$ cat config.mk
export PLATFORM = sky130hd
export DESIGN_NAME = cache_line_mover_flat
export DESIGN_NICKNAME = d
export VERILOG_FILES = /design/src/rtl/cache_line_mover_if.sv /design/src/rtl/cache_line_mover.sv /design/src/flat_wrapper.sv
export SDC_FILE = /design/constraint.sdc
export NUM_CORES = 1
export LEC_CHECK = 0
export ABC_AREA = 1
export BUFFER_PORTS_ARGS = -buffer_cell sky130_fd_sc_hd__clkbuf_2
export CAP_MARGIN = 20
export CORE_AREA = 2 2 71 73
export CTS_CLUSTER_DIAMETER = 60
export DETAILED_ROUTE_END_ITERATION = 10
export DIE_AREA = 0 0 73 75
export GPL_ROUTABILITY_DRIVEN = 1
export GPL_TIMING_DRIVEN = 0
export HOLD_SLACK_MARGIN = 0.06
export PLACE_DENSITY_LB_ADDON = 0.2
export SLEW_MARGIN = 20
export SYNTH_ARGS = -nofsm -noshare
export SYNTH_HDL_FRONTEND = slang
export SYNTH_SLANG_ARGS = --single-unit
$ cat constraint.sdc
create_clock -name clk -period 1.6 [get_ports clk]
set_input_delay 0.16 -clock clk [delete_from_list [all_inputs] [get_ports clk]]
set_output_delay 0.16 -clock clk [all_outputs]
set_load 0.005 [all_outputs]
$ cat src/rtl/cache_line_mover_if.sv
// -----------------------------------------------------------------------------
// cache_line_mover_if
//
// Bundles every non-clock signal of the cache line mover: the cache-side
// request/done handshake, the victim-line read port, the fill write port and
// the RAM write/read pins.
//
// Modports:
//   master : the mover (drives req_ready, done, fill_*, wb_rd_idx, ram_*)
//   slave  : the cache controller plus RAM (drives req_*, wb_rd_data, ram_dout)
//
// Signal summary:
//   req_valid/req_ready : request handshake, transfer accepted when both high
//                         at a rising clock edge
//   req_wb              : victim is dirty, write it back before the fill
//   req_wb_line         : victim line address
//   req_fill_line       : refill line address
//   wb_rd_idx/wb_rd_data: victim word select and its (combinational) data
//   fill_we/idx/data    : one refill word per cycle into the cache data array
//   done                : one-cycle completion pulse
//   ram_we/waddr/din    : RAM write port
//   ram_raddr/ram_dout  : RAM zero-latency read port
// -----------------------------------------------------------------------------
interface cache_line_mover_if #(
  parameter int ADDR_WIDTH     = 12,
  parameter int DATA_WIDTH     = 32,
  parameter int WORDS_PER_LINE = 4
);
  localparam int OFF_W  = $clog2(WORDS_PER_LINE);
  localparam int LINE_W = ADDR_WIDTH - OFF_W;

  // request handshake
  logic                  req_valid;
  logic                  req_ready;
  logic                  req_wb;
  logic [LINE_W-1:0]     req_wb_line;
  logic [LINE_W-1:0]     req_fill_line;

  // victim line read from the cache
  logic [OFF_W-1:0]      wb_rd_idx;
  logic [DATA_WIDTH-1:0] wb_rd_data;

  // refill write into the cache
  logic                  fill_we;
  logic [OFF_W-1:0]      fill_idx;
  logic [DATA_WIDTH-1:0] fill_data;

  logic                  done;

  // RAM pins
  logic                  ram_we;
  logic [ADDR_WIDTH-1:0] ram_waddr;
  logic [DATA_WIDTH-1:0] ram_din;
  logic [ADDR_WIDTH-1:0] ram_raddr;
  logic [DATA_WIDTH-1:0] ram_dout;

  modport master (
    input  req_valid, req_wb, req_wb_line, req_fill_line,
    input  wb_rd_data, ram_dout,
    output req_ready, wb_rd_idx, fill_we, fill_idx, fill_data, done,
    output ram_we, ram_waddr, ram_din, ram_raddr
  );

  modport slave (
    output req_valid, req_wb, req_wb_line, req_fill_line,
    output wb_rd_data, ram_dout,
    input  req_ready, wb_rd_idx, fill_we, fill_idx, fill_data, done,
    input  ram_we, ram_waddr, ram_din, ram_raddr
  );
endinterface

$ cat src/rtl/cache_line_mover.sv
// -----------------------------------------------------------------------------
// cache_line_mover
//
// Cache-side initiator for the word RAM that backs the cache. On a miss it
// optionally writes the dirty victim line back to RAM one word per cycle, then
// reads the refill line one word per cycle and streams it into the cache data
// array. It is the sole master of the RAM pins.
//
// Ports:
//   clk       : clock, everything on the rising edge
//   rst_n     : synchronous active-low reset
//   bus       : cache_line_mover_if.master (request, victim read, fill write,
//               done pulse, RAM write/read pins)
//   dbg_state : current FSM state (0 IDLE, 1 WB, 2 FILL, 3 DONE)
//
// Handshake: a transfer is accepted at a rising edge where req_valid and
// req_ready are both high. req_ready is high only in IDLE; request fields are
// sampled only at that edge, and req_valid seen while busy is ignored (not
// queued). done pulses for exactly one cycle when the transfer completes.
// -----------------------------------------------------------------------------
module cache_line_mover #(
  parameter int ADDR_WIDTH     = 12,
  parameter int DATA_WIDTH     = 32,
  parameter int WORDS_PER_LINE = 4
) (
  input  logic                     clk,
  input  logic                     rst_n,
  cache_line_mover_if.master       bus,
  output logic [1:0]               dbg_state
);

  localparam int OFF_W  = $clog2(WORDS_PER_LINE);
  localparam int LINE_W = ADDR_WIDTH - OFF_W;
  localparam logic [OFF_W-1:0] LAST_IDX = OFF_W'(WORDS_PER_LINE - 1);

  typedef enum logic [1:0] {
    IDLE = 2'd0,
    WB   = 2'd1,
    FILL = 2'd2,
    DONE = 2'd3
  } state_t;

  state_t              state_q, state_d;
  logic [OFF_W-1:0]    cnt_q, cnt_d;
  logic [LINE_W-1:0]   wb_line_q;
  logic [LINE_W-1:0]   fill_line_q;
  logic                accept;

  // decoded controls (from registered state only)
  logic                req_ready_c;
  logic                ram_we_c;
  logic                fill_we_c;
  logic                done_c;

  // ---------------------------------------------------------------------------
  // State and datapath registers
  // ---------------------------------------------------------------------------
  always_ff @(posedge clk) begin
    if (!rst_n) begin
      state_q     <= IDLE;
      cnt_q       <= '0;
      wb_line_q   <= '0;
      fill_line_q <= '0;
    end else begin
      state_q <= state_d;
      cnt_q   <= cnt_d;
      if (accept) begin
        wb_line_q   <= bus.req_wb_line;
        fill_line_q <= bus.req_fill_line;
      end
    end
  end

  // ---------------------------------------------------------------------------
  // Next state and control decode
  // ---------------------------------------------------------------------------
  always_comb begin
    state_d     = state_q;
    cnt_d       = cnt_q;
    accept      = 1'b0;
    req_ready_c = 1'b0;
    ram_we_c    = 1'b0;
    fill_we_c   = 1'b0;
    done_c      = 1'b0;

    unique case (state_q)
      IDLE: begin
        req_ready_c = 1'b1;
        if (bus.req_valid) begin
          accept  = 1'b1;
          cnt_d   = '0;
          state_d = bus.req_wb ? WB : FILL;
        end
      end

      WB: begin
        ram_we_c = 1'b1;
        // cnt wraps to zero on the last word, which is exactly the start
        // index the fill phase needs
        cnt_d    = cnt_q + 1'b1;
        if (cnt_q == LAST_IDX) begin
          state_d = FILL;
        end
      end

      FILL: begin
        fill_we_c = 1'b1;
        cnt_d     = cnt_q + 1'b1;
        if (cnt_q == LAST_IDX) begin
          state_d = DONE;
        end
      end

      DONE: begin
        done_c  = 1'b1;
        state_d = IDLE;
      end

      default: begin
        state_d = IDLE;
      end
    endcase
  end

  // ---------------------------------------------------------------------------
  // Outputs. Addresses and indices are always driven from the line registers
  // and cnt; only the write enables are qualified by state. The two data
  // paths are pure pass-throughs.
  // ---------------------------------------------------------------------------
  assign bus.req_ready = req_ready_c;
  assign bus.done      = done_c;

  assign bus.ram_we    = ram_we_c;
  assign bus.ram_waddr = {wb_line_q, cnt_q};
  assign bus.ram_din   = bus.wb_rd_data;
  assign bus.wb_rd_idx = cnt_q;

  assign bus.ram_raddr = {fill_line_q, cnt_q};
  assign bus.fill_we   = fill_we_c;
  assign bus.fill_idx  = cnt_q;
  assign bus.fill_data = bus.ram_dout;

  assign dbg_state     = state_q;

endmodule

$ cat src/flat_wrapper.sv
// flat-port wrapper written by rule: the top's interface ports become plain ports
module cache_line_mover_flat 
#(
  parameter int ADDR_WIDTH     = 12,
  parameter int DATA_WIDTH     = 32,
  parameter int WORDS_PER_LINE = 4
)
  (clk, rst_n, dbg_state, bus_req_valid, bus_req_wb, bus_req_wb_line, bus_req_fill_line, bus_wb_rd_data, bus_ram_dout, bus_req_ready, bus_wb_rd_idx, bus_fill_we, bus_fill_idx, bus_fill_data, bus_done, bus_ram_we, bus_ram_waddr, bus_ram_din, bus_ram_raddr);
  cache_line_mover_if #(.ADDR_WIDTH(ADDR_WIDTH), .DATA_WIDTH(DATA_WIDTH), .WORDS_PER_LINE(WORDS_PER_LINE)) bus_i ();
  input  logic clk;
  input  logic rst_n;
  output logic [1:0] dbg_state;
  input wire logic [$bits(bus_i.req_valid)-1:0] bus_req_valid;
  input wire logic [$bits(bus_i.req_wb)-1:0] bus_req_wb;
  input wire logic [$bits(bus_i.req_wb_line)-1:0] bus_req_wb_line;
  input wire logic [$bits(bus_i.req_fill_line)-1:0] bus_req_fill_line;
  input wire logic [$bits(bus_i.wb_rd_data)-1:0] bus_wb_rd_data;
  input wire logic [$bits(bus_i.ram_dout)-1:0] bus_ram_dout;
  output wire logic [$bits(bus_i.req_ready)-1:0] bus_req_ready;
  output wire logic [$bits(bus_i.wb_rd_idx)-1:0] bus_wb_rd_idx;
  output wire logic [$bits(bus_i.fill_we)-1:0] bus_fill_we;
  output wire logic [$bits(bus_i.fill_idx)-1:0] bus_fill_idx;
  output wire logic [$bits(bus_i.fill_data)-1:0] bus_fill_data;
  output wire logic [$bits(bus_i.done)-1:0] bus_done;
  output wire logic [$bits(bus_i.ram_we)-1:0] bus_ram_we;
  output wire logic [$bits(bus_i.ram_waddr)-1:0] bus_ram_waddr;
  output wire logic [$bits(bus_i.ram_din)-1:0] bus_ram_din;
  output wire logic [$bits(bus_i.ram_raddr)-1:0] bus_ram_raddr;
  assign bus_i.req_valid = bus_req_valid;
  assign bus_i.req_wb = bus_req_wb;
  assign bus_i.req_wb_line = bus_req_wb_line;
  assign bus_i.req_fill_line = bus_req_fill_line;
  assign bus_i.wb_rd_data = bus_wb_rd_data;
  assign bus_i.ram_dout = bus_ram_dout;
  assign bus_req_ready = bus_i.req_ready;
  assign bus_wb_rd_idx = bus_i.wb_rd_idx;
  assign bus_fill_we = bus_i.fill_we;
  assign bus_fill_idx = bus_i.fill_idx;
  assign bus_fill_data = bus_i.fill_data;
  assign bus_done = bus_i.done;
  assign bus_ram_we = bus_i.ram_we;
  assign bus_ram_waddr = bus_i.ram_waddr;
  assign bus_ram_din = bus_i.ram_din;
  assign bus_ram_raddr = bus_i.ram_raddr;
  cache_line_mover #(.ADDR_WIDTH(ADDR_WIDTH), .DATA_WIDTH(DATA_WIDTH), .WORDS_PER_LINE(WORDS_PER_LINE)) u_core (.clk(clk), .rst_n(rst_n), .bus(bus_i), .dbg_state(dbg_state));
endmodule
==> run summary <==
status -> finished clean
vias in the first global route -> 1303
Starting Density -> 32.3%
buffers from clock root to sink, at most -> 2
routed wire length -> 3.78 mm
IO Count -> 186
nets -> 416
Power Dens Cells -> 1100 nW/µm²
Clock Latency Late Sink -> 0.26 ns
Max Cap Violations -> 0
Avg Cell Area, Syn -> 7.65 µm²
Top Usage Layer GRT -> met2
clock share of power -> 16.7%
share of post-route cells with drive strength above 1 -> 63.0%
Antenna Nets Post-Route -> 0
static leakage -> 1.33 nW
DR WL/cell -> 10.1 µm
Post-CTS Setup Bufs -> 0
# clock sinks -> 24
via density per instance -> 3.99
clock skew -> 0.00668 ns
Num CTS Buffers -> 3
TritonCTS clock tree -> yes
worst min path class -> input pin to flop
detailed-route via count -> 1501
Post-DP HPWL -> 3.17 mm
1st-iter DRT viols -> 23
post_cts resized -> 0
Core ar. -> 4660 µm²
total power -> 2.47 mW
Fill cells -> 503
most common cell after layout, fill and taps aside -> clkbuf_2
Worst VDD drop -> 434 µV
post-synth cell types -> 15
clock-pin slew on the worst setup and hold paths -> 0.09 ns
num rows -> 25
Non-Filler Instances -> 376
GRT overflow -> 0
GRT met1 Usage -> 16.7%
Slew Limit Fails -> 0
CP startpoint kind -> flop
Net Switching -> 0.853 mW
die area -> 5480 µm²
CP max FO -> 10
Int Pwr -> 1.61 mW
GR Layer Usage met2 -> 21.1%
synthesized cell area -> 1510 µm²
Flop pwr share -> 35.8%
Routability Congestion -> 0.775
number of diodes -> 0
M3 GR Usage -> 1.87%
Worst Setup End Kind -> flop
final setup TNS -> 0 ns
Syn Nets -> 290
largest net degree at the start of global routing -> 14
post-layout min period -> 1.36 ns
yosys warns -> 0
WP data required -> 1.76 ns
Chip Height -> 75 µm
# setup viols final -> 0
H-tree Lvls -> 1
DR pass1 iterations -> 4
Seq cells post-synth -> 24
number of remaining DRC errors -> 0
CP arrival -> 1.52 ns
crit share post-route -> 85.1%
Sw Ratio -> 34.6%
Layout area overhead -> 48.3%
commonest cells after routing, fill and taps aside -> clkbuf_2 (121), buf_4 (70), nor2_1 (45)
measured slew at the worst slew-check pin -> 0.223 ns
sequential area share after synthesis -> 31.9%
RSZ-0062 raised after global routing -> no
final hold viol count -> 0
Syn Inst Count -> 197
Slew HR -> 85.1%
die width -> 73 µm
Crit Path Class -> flop to flop
initial antenna violation count -> 0
hold_buf cts -> 0
Post-Place Cells -> 372
global-route wire length before repair -> 5.53 mm
Max Fclk -> 0.734 GHz
GRT Util Overall -> 12.6%
IO Port Bufs -> 121
Clk Tree Root Cell -> clkbuf_8
Comb power frac -> 47.5%
[flip-flops by register name, summed over array words and instances (netlist names)]
name	flops
u_core.wb_line_q	10
u_core.bus.fill_idx	2
u_core.fill_line_q	10
u_core.dbg_state	2
[stage by stage]
step | setup WS (ns) | utilization [%] | hold WS, ns | cell area (µm²)
finish | 0.238 | 47.9 | 0.128 | 2230
global route | 0.0350 | 47.9 | 0.126 | 2230
CTS | 0.219 | 47.9 | 0.123 | 2230
detailed placement | 0.242 | 46.8 | 0.399 | 2180
global placement | 0.260 | 46.8 | 0.394 | 2180
floorplan | 0.359 | - | 0.296 | 1510
[power by group through the flow]
stage | combinational [mW] | clock (mW) | sequential, mW
finish | 1.17 | 0.412 | 0.884
global route | 1.34 | 0.455 | 0.913
CTS | 1.20 | 0.437 | 0.886
detailed placement | 1.19 | 0 | 0.899
global placement | 1.18 | 0 | 0.890
floorplan | 0.712 | 0 | 0.905
[Yosys cell counts]
cell type | number | area, µm²
buf_2 | 2 | 10.0
dfxtp_1 | 24 | 480
buf_4 | 70 | 526
nand2_2 | 1 | 6.26
nand2_1 | 14 | 52.6
nand3_1 | 3 | 15.0
a21boi_0 | 1 | 7.51
o21ai_0 | 16 | 80.1
inv_2 | 1 | 3.75
inv_1 | 5 | 18.8
buf_6 | 4 | 45.0
o21ai_1 | 5 | 25.0
a21oi_1 | 1 | 5.00
ha_1 | 5 | 62.6
nor2_1 | 45 | 169
[final cells by class]
class,instances,area (µm²),share of cell area [%]
clock buffer,4,55.1,2.46
sequential,24,480,21.5
multi-input combinational,91,423,18.9
timing repair buffer,121,606,27.1
tap,54,67.6,3.02
buffer,76,581,26.0
inverter,6,22.5,1.01
[path summary, 6_finish.rpt]
check	depth (start not counted)	slack, ns	to	from
max reg2reg	7	0.24	u_core.wb_line_q[1]	u_core.dbg_state[1]
min	3	0.13	u_core.fill_line_q[0]	bus_req_fill_line[0]
min reg2reg	2	0.49	u_core.fill_line_q[9]	u_core.fill_line_q[9]
max	7	0.24	u_core.wb_line_q[1]	u_core.dbg_state[1]
[cells by family after synthesis]
kind of cell    after synthesis  synth area share (%)
flops                        24                  31.9
buf+inv                      82                  40.0
simple gates                 63                  16.1
fa+ha+maj                     5                  4.15
compound gates               23                  7.81
[routing by layer]
layer  wire length (µm)  vias up
met5                  0        -
met4                 38        0
met3                379        2
met2               1820      103
met1               1540      607
li1                   -      789
[critical path, cell delays in order, from the launching register on]
cell	delay [ns]
dfxtp_1	0.40
inv_1	0.10
ha_1	0.26
nand2_2	0.16
inv_2	0.06
buf_6	0.14
nor2_1	0.08
nor2_1	0.05
Power figures use the tool's default switching activity.
